### src/rtl/mul_recon_pkg.sv
// Shared widths, FSM encoding and transistor counts for the quotient/divisor/remainder
// reconstructor and its cells.
package mul_recon_pkg;

  localparam int BW_Q  = 8;
  localparam int BW_B  = 5;
  localparam int BW_A  = BW_Q + BW_B;
  localparam int NUM_W = 51;

  typedef logic [NUM_W-1:0] tcount_t;
  typedef logic [1:0]       state_t;

  localparam state_t S_IDLE = 2'd0;
  localparam state_t S_CALC = 2'd1;
  localparam state_t S_DONE = 2'd2;

  // Per-cell transistor counts of the gate-level library.
  localparam tcount_t T_INV   = 51'd2;
  localparam tcount_t T_NAND2 = 51'd4;
  localparam tcount_t T_NOR2  = 51'd4;
  localparam tcount_t T_AND2  = 51'd6;
  localparam tcount_t T_XOR2  = 51'd12;
  localparam tcount_t T_HA    = 51'd14;
  localparam tcount_t T_FA    = 51'd28;
  localparam tcount_t T_MUXP  = 51'd12;
  localparam tcount_t T_FD2   = 51'd26;

  // Register bits: state 2, acc 13, mcand 13, mplier 5, cnt 3, result 13, valid 1.
  localparam int N_REG_BITS = 2 + BW_A + BW_A + BW_B + 3 + BW_A + 1;
  localparam int N_MUX_BITS = BW_A;

  // Counter incrementer, terminal-count compare and state decode.
  localparam tcount_t T_FSM = 3 * T_XOR2 + 2 * T_AND2 + 4 * T_NOR2 + 3 * T_INV + 2 * T_NAND2;

  typedef struct packed {
    logic [BW_Q-1:0] q;
    logic [BW_B-1:0] b;
    logic [BW_B-1:0] r;
  } req_t;

  function automatic logic [BW_A-1:0] zext_q(input logic [BW_Q-1:0] q);
    return {{(BW_A - BW_Q){1'b0}}, q};
  endfunction

  function automatic logic [BW_A-1:0] zext_b(input logic [BW_B-1:0] v);
    return {{(BW_A - BW_B){1'b0}}, v};
  endfunction

endpackage

### src/rtl/mul_recon_add13.sv
// 13-bit ripple-carry adder from library half/full-adder cells; each cell
// reports its transistor count and the adder sums them.
module mul_recon_ha
  import mul_recon_pkg::*;
(
  input  logic              i_a,
  input  logic              i_b,
  output logic              o_s,
  output logic              o_c,
  output logic [NUM_W-1:0]  number
);
  assign o_s    = i_a ^ i_b;
  assign o_c    = i_a & i_b;
  assign number = T_HA;
endmodule

module mul_recon_fa
  import mul_recon_pkg::*;
(
  input  logic              i_a,
  input  logic              i_b,
  input  logic              i_c,
  output logic              o_s,
  output logic              o_c,
  output logic [NUM_W-1:0]  number
);
  assign o_s    = i_a ^ i_b ^ i_c;
  assign o_c    = (i_a & i_b) | (i_c & (i_a ^ i_b));
  assign number = T_FA;
endmodule

module add13
  import mul_recon_pkg::*;
(
  input  logic [12:0]       i_a,
  input  logic [12:0]       i_b,
  output logic [12:0]       o_s,
  output logic [NUM_W-1:0]  number
);
  logic [11:0]      w_c;
  logic             w_unused_c12;
  logic [NUM_W-1:0] w_cell_num [13];

  mul_recon_ha u_ha0 (
    .i_a    (i_a[0]),
    .i_b    (i_b[0]),
    .o_s    (o_s[0]),
    .o_c    (w_c[0]),
    .number (w_cell_num[0])
  );

  genvar g;
  generate
    for (g = 1; g < 12; g++) begin : g_fa
      mul_recon_fa u_fa (
        .i_a    (i_a[g]),
        .i_b    (i_b[g]),
        .i_c    (w_c[g-1]),
        .o_s    (o_s[g]),
        .o_c    (w_c[g]),
        .number (w_cell_num[g])
      );
    end
  endgenerate

  // The result never exceeds 13 bits, so the final carry is dropped.
  mul_recon_fa u_fa12 (
    .i_a    (i_a[12]),
    .i_b    (i_b[12]),
    .i_c    (w_c[11]),
    .o_s    (o_s[12]),
    .o_c    (w_unused_c12),
    .number (w_cell_num[12])
  );

  always_comb begin
    number = '0;
    for (int i = 0; i < 13; i++) begin
      number = number + w_cell_num[i];
    end
  end
endmodule

### src/rtl/mul_recon.sv
// Sequential shift-add reconstructor: a = q*b + r over five iterations, the
// round-trip partner of the 8-bit/5-bit divider.
// Handshake: a request is taken on a rising edge where o_ready=1 and i_in_valid=1;
// the result is presented with o_out_valid=1 for exactly one cycle, no backpressure.
module mul_recon #(
  parameter int BW_Q = mul_recon_pkg::BW_Q,
  parameter int BW_B = mul_recon_pkg::BW_B,
  parameter int BW_A = BW_Q + BW_B
) (
  input  logic              clk,
  input  logic              rst,
  input  logic              i_in_valid,
  input  logic [BW_Q-1:0]   i_q,
  input  logic [BW_B-1:0]   i_b,
  input  logic [BW_B-1:0]   i_r,
  output logic              o_ready,
  output logic [BW_A-1:0]   o_a,
  output logic              o_out_valid,
  output logic [50:0]       number
);
  import mul_recon_pkg::*;

  logic [1:0]       r_state;
  logic [BW_A-1:0]  r_acc;
  logic [BW_A-1:0]  r_mcand;
  logic [BW_B-1:0]  r_mplier;
  logic [2:0]       r_cnt;
  logic [BW_A-1:0]  r_a;
  logic             r_out_valid;

  logic [1:0]       w_state_nxt;
  logic [BW_A-1:0]  w_acc_nxt;
  logic [BW_A-1:0]  w_mcand_nxt;
  logic [BW_B-1:0]  w_mplier_nxt;
  logic [2:0]       w_cnt_nxt;
  logic [BW_A-1:0]  w_a_nxt;
  logic             w_out_valid_nxt;

  logic [BW_A-1:0]  w_sum;
  logic [BW_A-1:0]  w_add_sel;
  logic [50:0]      w_add_num;
  logic             w_last;

  add13 u_add13 (
    .i_a    (r_acc),
    .i_b    (r_mcand),
    .o_s    (w_sum),
    .number (w_add_num)
  );

  // Per-bit MUXP: keep the accumulator or take the partial sum.
  genvar g;
  generate
    for (g = 0; g < BW_A; g++) begin : g_mux
      assign w_add_sel[g] = r_mplier[0] ? w_sum[g] : r_acc[g];
    end
  endgenerate

  assign w_last = (r_cnt == 3'(BW_B - 1));

  always_comb begin
    w_state_nxt     = r_state;
    w_acc_nxt       = r_acc;
    w_mcand_nxt     = r_mcand;
    w_mplier_nxt    = r_mplier;
    w_cnt_nxt       = r_cnt;
    w_a_nxt         = r_a;
    w_out_valid_nxt = 1'b0;
    case (r_state)
      S_IDLE: begin
        if (i_in_valid) begin
          w_acc_nxt    = zext_b(i_r);
          w_mcand_nxt  = zext_q(i_q);
          w_mplier_nxt = i_b;
          w_cnt_nxt    = 3'd0;
          w_state_nxt  = S_CALC;
        end
      end
      S_CALC: begin
        w_acc_nxt    = w_add_sel;
        w_mcand_nxt  = r_mcand << 1;
        w_mplier_nxt = r_mplier >> 1;
        w_cnt_nxt    = r_cnt + 3'd1;
        if (w_last) begin
          w_a_nxt         = w_add_sel;
          w_out_valid_nxt = 1'b1;
          w_state_nxt     = S_DONE;
        end
      end
      S_DONE: begin
        w_state_nxt = S_IDLE;
      end
      default: begin
        w_state_nxt = S_IDLE;
      end
    endcase
  end

  // FD2 banks; reset clears every register including the visible result.
  always_ff @(posedge clk) begin
    if (rst) begin
      r_state     <= S_IDLE;
      r_acc       <= '0;
      r_mcand     <= '0;
      r_mplier    <= '0;
      r_cnt       <= '0;
      r_a         <= '0;
      r_out_valid <= 1'b0;
    end else begin
      r_state     <= w_state_nxt;
      r_acc       <= w_acc_nxt;
      r_mcand     <= w_mcand_nxt;
      r_mplier    <= w_mplier_nxt;
      r_cnt       <= w_cnt_nxt;
      r_a         <= w_a_nxt;
      r_out_valid <= w_out_valid_nxt;
    end
  end

  assign o_ready     = (r_state == S_IDLE);
  assign o_a         = r_a;
  assign o_out_valid = r_out_valid;

  assign number = w_add_num
                + tcount_t'(N_MUX_BITS) * T_MUXP
                + tcount_t'(N_REG_BITS) * T_FD2
                + T_FSM;
endmodule
### config.mk
export PLATFORM = sky130hd
export DESIGN_NAME = mul_recon
export DESIGN_NICKNAME = d
export VERILOG_FILES = /design/src/rtl/mul_recon_pkg.sv /design/src/rtl/mul_recon_add13.sv /design/src/rtl/mul_recon.sv
export SDC_FILE = /design/constraint.sdc
export NUM_CORES = 1
export LEC_CHECK = 0
export BUFFER_PORTS_ARGS = -buffer_cell sky130_fd_sc_hd__buf_4
export CORE_UTILIZATION = 30
export CTS_BUF_LIST = sky130_fd_sc_hd__clkbuf_8
export DETAILED_ROUTE_END_ITERATION = 16
export GPL_ROUTABILITY_DRIVEN = 0
export PLACE_DENSITY = 0.63
export SLEW_MARGIN = 0
export SYNTH_ARGS = -nofsm -noshare
export SYNTH_HDL_FRONTEND = slang
export SYNTH_SLANG_ARGS = --single-unit
### constraint.sdc
create_clock -name clk -period 5.5 [get_ports clk]
set_clock_uncertainty 0.2 [all_clocks]
set_input_delay 0.825 -clock clk [delete_from_list [all_inputs] [get_ports clk]]
set_output_delay 0.825 -clock clk [all_outputs]
set_load 0.05 [all_outputs]
==> impl_results.md, run 1 <==
- DR pass1 iterations: 4
- Status: complete, no violations
- RSZ-0062 raised after global routing: no
- Maximum vdd drop: 0.0949 mV
- R2r endpoint: o_a[12]$_SDFFE_PP0P_
- Setup Viol. Count Final: 0
- Final wirelength: 5860 um
- Height of the die: 103 um
- Least-Margin Pin Slew: 1.05 ns
- Vias in the first global route: 2,110
- Final Cycle Share: 95.7%
- Final Core Density: 33.3%
- Reg2reg start: r_mcand[0]$_SDFFE_PP0P_
- Share of cells above drive strength 1: 21.6%
- Total track usage: 12.1%
- Die area: 10,500 um^2
- Cell count after synthesis: 336
- Num CTS Buffers: 5
- IO Port Bufs: 35
- Sinks on Clock Net: 50
- Synth unique cells: 48
- Placed cell area: 3140 um^2
- Antenna viol nets, final: 0
- Synth warn: 0
- Core area: 9770 um^2
- WL per Instance: 12.0 um
- Vias per cell: 4.56
- Register bit total from synthesis: 50
- First-iteration detailed-routing DRC count: 119
- First-pass GRT wire length: 9940 um
- Worst Setup SP: r_mcand[0]$_SDFFE_PP0P_
- Top-area cell type share of the netlist area: 32.9%
- Post-CTS setup buffer count: 0
- Leakage Power: 1.25 nW
- P&R area growth vs syn: 7.16%
- Fin. max-slew vios: 0
- Antenna Cells: 0
- CP Launch Type: flip-flop
- Leading post-synthesis cells by cell area: dfxtp_1, buf_4, fa_1
- Clock slew at reported path FFs: 0.09 ns
- WHS: 0.260 ns
- Initial antenna violation count: 0
- Max-cap viol count: 0
- Most common cell after layout, fill and taps aside: conb_1
- Post-Syn Area: 3040 um^2
- Min cycle time layout: 5.27 ns
- Post-route design area: 3260 um^2
- Crit path kind: reg2reg
- Initial Util: 31.1%
- DRC errors left: 0
- Synth Flop Type: dfxtp_1
- R2R depth: 17
- Die X: 103 um
- CTS root buffer: clkbuf_8
- Layout net count: 391
- Crit path capture type: flip-flop
- Reg2reg setup slack: 0.23 ns
- Cell taking the most area after synthesis: dfxtp_1
- CP max FO: 4
- H-tree levels: 2
- CTS max path bufs: 2
- Final Hold Viols: 0
- Cell row count: 36
- Via count: 2,232
- Post-synth EDFFs: 0
- Most frequent cells in the layout: conb_1, dfxtp_1, nor2_1
- Min-delay worst type: reg2reg
- Global route overflow: 0
- Slew margin rel.: 30.1%
- Sequential fraction of the synthesis area: 32.9%
- Mean Syn Cell Area: 9.05 um^2
- WP data required: 5.52 ns
- Setup crit end: o_a[12]$_SDFFE_PP0P_
- Maximum clock rate: 190 MHz
- IO Pins: 87
- Power Density: 245 nW/um^2
- Clock latency at the later pin of the worst-skew pair: 0.30 ns
- HPWL after detailed placement: 4080 um
- Largest net degree at the start of global routing: 51
- Asr flop ratio synth: 0%
- CTS tree: built
- Arr. time, crit path: 5.29 ns
where the power goes:
group          internal, W  switching, W  leakage [nW]
combinational    0.0000478      0.000133         0.788
sequential        0.000376     0.0000192         0.408
clock            0.0000999      0.000121        0.0524
routing by layer:
| metal | track usage (%) | part of all wire, % |
|---|---|---|
| met1 | 14.8 | 44 |
| met2 | 20.8 | 49 |
| met5 | 0 | 0 |
| met3 | 1.76 | 4.0 |
| met4 | 5.82 | 2.1 |
registers in the layout, summed over array words and instances (netlist names):
signal and cells:
r_state 2, r_acc 13, r_mcand 13, r_mplier 5
o_a 13, o_out_valid 1, r_cnt 3
cells by family after synthesis:
group,count (synthesis),share of synthesized area (%)
other,2,0.247
DFF,50,32.9
adders and majority gates,14,8.48
muxes,8,2.63
and+or+nand+nor,76,11.9
AOI/OAI and AO/OA,89,23.1
xor gates and xnor gates,1,0.288
buffers and inverters,96,20.4
what timing repair did:
| item | CTS | global route |
|---|---|---|
| setup endpoints to repair | 1 | 2 |
| gates resized for setup | 2 | 6 |
| hold buffers | 0 | 0 |
cell type report:
cell class	instances	area [um^2]
fillers	1039	6520
multi-input cells	239	1630
flip-flops and latches	50	1000
repair buffers	38	285
well taps	133	166
inverters	22	85.1
clock buffers	6	82.6
clock inverters	2	8.76
Yosys cell counts (all sizes together), types with 2 or more instances:
cell type,n
a211o,5
a211oi,15
a21oi,16
a221oi,8
a22o,2
a22oi,6
a311oi,2
and3b,2
buf,67
clkbuf,7
conb,2
dfxtp,50
fa,11
ha,3
inv,22
mux2i,8
nand2,14
nand2b,2
nand3,2
nor2,40
nor2b,4
nor3b,2
o211ai,6
o21ai,12
o221ai,5
o22ai,6
o2bb2ai,2
or2,5
or3,2
how the worst min path moves through the flow:
stage | from | end | slack, ns | cells after the start
2_1_floorplan | r_mplier[4]$_SDFFE_PP0P_ | r_mplier[4]$_SDFFE_PP0P_ | 0.24 | 2
3_3_place_gp | o_a[6]$_SDFFE_PP0P_ | o_a[6]$_SDFFE_PP0P_ | 0.25 | 2
3_5_place_dp | o_a[7]$_SDFFE_PP0P_ | o_a[7]$_SDFFE_PP0P_ | 0.25 | 2
4_1_cts | o_a[7]$_SDFFE_PP0P_ | o_a[7]$_SDFFE_PP0P_ | 0.26 | 2
5_1_grt | o_a[5]$_SDFFE_PP0P_ | o_a[5]$_SDFFE_PP0P_ | 0.29 | 2
6_report | o_a[7]$_SDFFE_PP0P_ | o_a[7]$_SDFFE_PP0P_ | 0.26 | 2
through the flow:
step	setup WS, ns	setup TNS (ns)	cells	power [W]
after floorplan	0.218	0	385	0.000584
after global placement	0.101	0	482	0.000581
after detailed placement	-0.0104	-0.0104	482	0.000584
after CTS	0.0284	0	490	0.000805
after global routing	0.0448	0	490	0.000837
final	0.234	0	490	0.000797
worst max-delay path: stages, from the launching register on:
cell	delay, ns
dfxtp_1	0.35
ha_1	0.21
fa_2	0.40
fa_2	0.40
fa_1	0.45
fa_1	0.44
inv_1	0.10
fa_2	0.21
fa_1	0.21
fa_2	0.22
fa_2	0.22
fa_1	0.18
inv_1	0.06
fa_2	0.40
fa_2	0.41
xnor2_2	0.16
or3_4	0.33
a311oi_2	0.25
No activity file was read; power rests on OpenSTA's default activity.
==> run 2: changes to the inputs <==
--- a/config.mk
+++ b/config.mk
@@ -10,7 +10,7 @@
 export CTS_BUF_LIST = sky130_fd_sc_hd__clkbuf_8
 export DETAILED_ROUTE_END_ITERATION = 16
 export GPL_ROUTABILITY_DRIVEN = 0
-export PLACE_DENSITY = 0.63
+export PLACE_DENSITY = 0.61
 export SLEW_MARGIN = 0
 export SYNTH_ARGS = -nofsm -noshare
 export SYNTH_HDL_FRONTEND = slang
==> constraint.sdc (replaced) <==
create_clock -name clk -period 6.4 [get_ports clk]
set_clock_uncertainty 0.2 [all_clocks]
set_input_delay 0.96 -clock clk [delete_from_list [all_inputs] [get_ports clk]]
set_output_delay 0.96 -clock clk [all_outputs]
set_load 0.05 [all_outputs]
==> run 2 against run 1 <==
Sequential power is 15% lower. Via count is 0.31% lower. First-iteration DRC count decreased by 16%. Global-route usage fell by 0.24 points. Die area did not move. Final cell count is the same. Largest cell class unchanged.
==> impl_results.md, run 2 (synthesized netlist as in run 1, its figures left out) <==
- CTS root buffer: clkbuf_8 (unchanged)
- Via count: 2,225 (was 2,232)
- Placed cell area: 3140 um^2 (unchanged)
- Core area: 9770 um^2 (unchanged)
- Vias per cell: 4.54 (was 4.56)
- Die X: 103 um (unchanged)
- IO Pins: 87 (unchanged)
- Die area: 10,500 um^2 (unchanged)
- Initial Util: 31.1% (unchanged)
- Vias in the first global route: 1,987 (was 2,110)
- Final Hold Viols: 0 (unchanged)
- Cell row count: 36 (unchanged)
- Final Core Density: 33.3% (about the same)
- Crit path kind: reg2reg (unchanged)
- WHS: 0.259 ns (was 0.260 ns)
- H-tree levels: 2 (unchanged)
- Least-Margin Pin Slew: 0.999 ns (was 1.05 ns)
- Setup TNS: 0 ns (unchanged)
- Crit path capture type: flip-flop (unchanged)
- Setup Viol. Count Final: 0 (unchanged)
- P&R area growth vs syn: 6.96% (was 7.16%)
- Post-route design area: 3250 um^2 (was 3260 um^2)
- Layout net count: 391 (unchanged)
- Antenna Cells: 0 (unchanged)
- HPWL after detailed placement: 4040 um (was 4080 um)
- Fillers: 1,006 (was 1,039)
- Total track usage: 11.9% (was 12.1%)
- Final Cycle Share: 84.8% (was 95.7%)
- Reg2reg setup slack: 0.97 ns (was 0.23 ns)
- Clock slew at reported path FFs: 0.09 ns (about the same)
- First-iteration detailed-routing DRC count: 100 (was 119)
- RSZ-0062 raised after global routing: no (unchanged)
- CTS max path bufs: 2 (unchanged)
- CP Launch Type: flip-flop (unchanged)
- Fin. max-slew vios: 0 (unchanged)
- Initial antenna violation count: 0 (unchanged)
- WP data required: 6.42 ns (was 5.52 ns)
- Slew margin rel.: 33.2% (was 30.1%)
- Post-CTS setup buffer count: 0 (unchanged)
- Maximum clock rate: 184 MHz (was 190 MHz)
- Layout Cells excl Fill: 490 (unchanged)
- Arr. time, crit path: 5.45 ns (was 5.29 ns)
- Height of the die: 103 um (unchanged)
- Placed instance count: 482 (unchanged)
- Min cycle time layout: 5.43 ns (was 5.27 ns)
- Min-delay worst type: reg2reg (unchanged)
- Maximum vdd drop: 0.0813 mV (was 0.0949 mV)
- Most frequent cells in the layout: conb_1, dfxtp_1, nor2_1 (unchanged)
- Max-cap viol count: 0 (unchanged)
- Global route overflow: 0 (unchanged)
- Most common cell after layout, fill and taps aside: conb_1 (unchanged)
- WL per Instance: 11.9 um (was 12.0 um)
- Power Density: 217 nW/um^2 (was 245 nW/um^2)
- Leakage Power: 1.26 nW (was 1.25 nW)
- DR pass1 iterations: 4 (unchanged)
- Post-CTS Resized: 0 (was 2)
- Largest net degree at the start of global routing: 51 (unchanged)
- CTS tree: built (unchanged)
- Status: complete, no violations (unchanged)
- IO Port Bufs: 35 (unchanged)
- CP max FO: 5 (was 4)
- Sinks on Clock Net: 50 (unchanged)
- Final wirelength: 5850 um (was 5860 um)
- Clock latency at the later pin of the worst-skew pair: 0.30 ns (about the same)
- First-pass GRT wire length: 9610 um (was 9940 um)
- Antenna viol nets, final: 0 (unchanged)
- Num CTS Buffers: 5 (unchanged)
- DRC errors left: 0 (unchanged)
- Hold buffer count at CTS: 0 (unchanged)
- Share of cells above drive strength 1: 19.6% (was 21.6%)
-- run 2: final timing paths --
path,end,startpoint,cells after the start
setup / recovery,o_a[12]$_SDFFE_PP0P_,r_acc[0]$_SDFFE_PP0P_,17
setup reg to reg,o_a[12]$_SDFFE_PP0P_,r_acc[0]$_SDFFE_PP0P_,17
hold reg to reg,o_a[5]$_SDFFE_PP0P_,o_a[5]$_SDFFE_PP0P_,2
hold / removal,o_a[5]$_SDFFE_PP0P_,o_a[5]$_SDFFE_PP0P_,2
-- run 2: area by class of cell --
| type | count | area (um^2) | area share [%] |
|---|---|---|---|
| timing repair buffer | 38 | 285 | 8.78 |
| sequential | 50 | 1000 | 30.8 |
| clock buffer | 8 | 110 | 3.39 |
| multi-input combinational | 239 | 1600 | 49.3 |
| tap | 133 | 166 | 5.12 |
| inverter | 22 | 85.1 | 2.62 |
-- run 2: critical path, stage by stage, from the launching register on --
cell,delay (ns)
dfxtp_1,0.35
ha_1,0.23
fa_1,0.45
fa_1,0.46
fa_1,0.47
fa_1,0.42
inv_1,0.09
fa_1,0.20
fa_1,0.20
fa_1,0.21
fa_1,0.21
fa_1,0.17
inv_1,0.05
fa_1,0.44
fa_1,0.44
xnor2_1,0.17
or3_4,0.34
a311oi_2,0.25
-- run 2: metal layers --
metal  up-vias  part of all wire, %  GRT usage (%)
met5         -                    0              0
met4         0                  1.8           4.95
met3         9                  4.6           2.92
met2        67                   48           19.2
met1      1056                   46           15.1
li1       1093                    -              -
-- run 2: where the power goes --
part / switching, W / total (W) / internal (W) / leakage [nW]
Sequential: 0.0000132 / 0.000336 / 0.000323 / 0.408
Combinational: 0.000118 / 0.000158 / 0.0000403 / 0.794
Clock: 0.000102 / 0.000211 / 0.000109 / 0.0575
-- run 2: metrics by stage --
step	setup WS (ns)	power, W
6_report	0.971	0.000706
5_1_grt	0.703	0.000745
4_1_cts	0.920	0.000715
3_5_place_dp	0.943	0.000502
3_3_place_gp	0.970	0.000499
2_1_floorplan	1.12	0.000502
==> run 3: changes to the inputs <==
--- a/config.mk
+++ b/config.mk
@@ -10,7 +10,7 @@
 export CTS_BUF_LIST = sky130_fd_sc_hd__clkbuf_8
 export DETAILED_ROUTE_END_ITERATION = 16
 export GPL_ROUTABILITY_DRIVEN = 0
-export PLACE_DENSITY = 0.61
+export PLACE_DENSITY = 0.63
 export SLEW_MARGIN = 0
 export SYNTH_ARGS = -nofsm -noshare
 export SYNTH_HDL_FRONTEND = slang
==> constraint.sdc (replaced) <==
create_clock -name clk -period 4.6 [get_ports clk]
set_clock_uncertainty 0.2 [all_clocks]
set_input_delay 0.69 -clock clk [delete_from_list [all_inputs] [get_ports clk]]
set_output_delay 0.69 -clock clk [all_outputs]
set_load 0.05 [all_outputs]
==> run 3 against run 2 <==
The flow now finishes with violations (negative setup slack). Fmax grew 15%. Register-to-register slack lost 1.1 ns. Final cell count grew 0.61%. Non-clock buffer count grew 3. First-iteration DRC count grew 53%. Utilization grew 0.55 points. Worst setup slack lost 1.1 ns. Routed wire length grew 4.4%. Design area grew 1.7%. Worst hold slack gained 0.0024 ns. Die area is the same.
==> impl_results.md, run 3 (synthesized netlist as in run 1, its figures left out) <==
- Status: finished, violations left (was complete, no violations)
- Failing checks: negative setup slack
- Vias in the first global route: 2,058 (was 1,987)
- Leakage Power: 1.26 nW (about the same)
- P&R area growth vs syn: 8.73% (was 6.96%)
- Die X: 103 um (unchanged)
- Max-cap viol count: 0 (unchanged)
- Setup TNS: -0.196 ns (was 0 ns)
- R2R depth: 17 (unchanged)
- IO Port Bufs: 35 (unchanged)
- Share of cells above drive strength 1: 24.7% (was 19.6%)
- CP Launch Type: flip-flop (unchanged)
- Final wirelength: 6100 um (was 5850 um)
- Final worst setup slack: -0.136 ns (was 0.971 ns)
- Crit path kind: reg2reg (unchanged)
- Clock latency at the later pin of the worst-skew pair: 0.30 ns (about the same)
- Global route overflow: 0 (unchanged)
- Slew margin rel.: 30.3% (was 33.2%)
- Layout net count: 394 (was 391)
- DRC errors left: 0 (unchanged)
- CTS root buffer: clkbuf_8 (unchanged)
- Fin. max-slew vios: 0 (unchanged)
- Most common cell after layout, fill and taps aside: conb_1 (unchanged)
- Final Hold Viols: 0 (unchanged)
- Maximum vdd drop: 0.129 mV (was 0.0813 mV)
- R2r endpoint: o_a[12]$_SDFFE_PP0P_ (unchanged)
- Placed instance count: 484 (was 482)
- Final Cycle Share: 103% (was 84.8%)
- Crit path capture type: flip-flop (unchanged)
- H-tree levels: 2 (unchanged)
- Setup Viol. Count Final: 2 (was 0)
- Clock slew at reported path FFs: 0.09 ns (about the same)
- HPWL after detailed placement: 4290 um (was 4040 um)
- Power Density: 289 nW/um^2 (was 217 nW/um^2)
- Num CTS Buffers: 5 (unchanged)
- Antenna Cells: 0 (unchanged)
- CTS max path bufs: 2 (unchanged)
- Antenna viol nets, final: 0 (unchanged)
- Final Core Density: 33.8% (was 33.3%)
- WP data required: 4.61 ns (was 6.42 ns)
- IO Pins: 87 (unchanged)
- Least-Margin Pin Slew: 1.04 ns (was 0.999 ns)
- WHS Endpoint: o_a[7]$_SDFFE_PP0P_ (was o_a[5]$_SDFFE_PP0P_)
- DR pass1 iterations: 4 (unchanged)
- Largest net degree at the start of global routing: 51 (unchanged)
- Initial antenna violation count: 0 (unchanged)
- CTS tree: built (unchanged)
- WHS: 0.261 ns (was 0.259 ns)
- Layout Cells excl Fill: 493 (was 490)
- Die area: 10,500 um^2 (unchanged)
- Core area: 9770 um^2 (unchanged)
- WL per Instance: 12.4 um (was 11.9 um)
- Total track usage: 12.1% (was 11.9%)
- Initial Util: 31.1% (unchanged)
- CP max FO: 4 (was 5)
- Most frequent cells in the layout: conb_1, dfxtp_1, buf_4 (was conb_1, dfxtp_1, nor2_1)
- RSZ-0062 raised after global routing: yes (was no)
- Via count: 2,266 (was 2,225)
- Cell row count: 36 (unchanged)
- Min cycle time layout: 4.74 ns (was 5.43 ns)
- First-iteration detailed-routing DRC count: 153 (was 100)
- Maximum clock rate: 211 MHz (was 184 MHz)
- Vias per cell: 4.60 (was 4.54)
- Worst Hold Launch: o_a[7]$_SDFFE_PP0P_ (was o_a[5]$_SDFFE_PP0P_)
- First-pass GRT wire length: 9790 um (was 9610 um)
- Reg2reg setup slack: -0.14 ns (was 0.97 ns)
- Arr. time, crit path: 4.75 ns (was 5.45 ns)
- Cell depth of the worst hold path: 2 (unchanged)
- Min-delay worst type: reg2reg (unchanged)
- Post-place setup slack: -0.151 ns (was 0.943 ns)
- Sinks on Clock Net: 50 (unchanged)
- Height of the die: 103 um (unchanged)
- Reg2reg start: r_mcand[0]$_SDFFE_PP0P_ (was r_acc[0]$_SDFFE_PP0P_)
## run 3: cell count changes in the layout (fill, tap and decap cells not counted), sizes merged
cell / change
clkinv: +1
buf: +3
inv: +1
clkbuf: -2
## run 3: area by class of cell
type                    instances  area [um^2]
repair buffers                 41          308
well taps                     133          166
flip-flops and latches         50         1000
inverters                      22         85.1
clock inverters                 2         8.76
fillers                      1009         6470
clock buffers                   6         82.6
multi-input cells             239         1650
## run 3: layer usage
metal	routed length (um)	up-vias	track usage [%]
li1	-	1099	-
met1	2590	1090	14.5
met2	3100	70	21.0
met3	326	7	2.64
met4	87	0	4.62
met5	0	-	0
## run 3: through the flow
step | power, W | instance area [um^2]
after floorplan | 0.000701 | 3260
after global placement | 0.000699 | 3190
after detailed placement | 0.000705 | 3190
after CTS | 0.000967 | 3280
after global routing | 0.00101 | 3300
final | 0.000956 | 3300
## run 3: worst max-delay path, cell delays in order (launching register included)
cell	delay [ns]
dfxtp_2	0.35
ha_4	0.15
fa_2	0.33
fa_2	0.35
fa_2	0.35
fa_2	0.34
inv_2	0.07
fa_2	0.20
fa_2	0.21
fa_2	0.20
fa_2	0.21
fa_2	0.20
inv_2	0.04
fa_2	0.33
fa_2	0.37
xnor2_2	0.16
or3_4	0.33
a311oi_2	0.26
## run 3: power breakdown
group	total, W	internal [W]	leakage, nW	switching, W
clock network	0.000261	0.000119	0.0524	0.000142
registers	0.000470	0.000450	0.408	0.0000207
logic	0.000225	0.0000599	0.797	0.000165
## run 3: how the worst max path moves through the flow
stage | slack (ns) | to | startpoint | cells past startpoint
floorplan | 0.02 | o_a[12]$_SDFFE_PP0P_ | r_mcand[0]$_SDFFE_PP0P_ | 17
global placement | -0.04 | o_a[12]$_SDFFE_PP0P_ | r_mcand[0]$_SDFFE_PP0P_ | 17
detailed placement | -0.15 | o_a[12]$_SDFFE_PP0P_ | r_mcand[0]$_SDFFE_PP0P_ | 17
CTS | -0.17 | o_a[12]$_SDFFE_PP0P_ | r_mcand[0]$_SDFFE_PP0P_ | 17
global route | -0.27 | o_a[12]$_SDFFE_PP0P_ | r_mcand[0]$_SDFFE_PP0P_ | 17
finish | -0.14 | o_a[12]$_SDFFE_PP0P_ | r_mcand[0]$_SDFFE_PP0P_ | 17
## run 3: repair_timing
item                                    4_1_cts  5_1_grt
gates resized for setup                       1        3
hold buffers                                  0        0
pin swaps                                     0        2
setup buffers                                 0        1
endpoints found under the setup margin        1        3
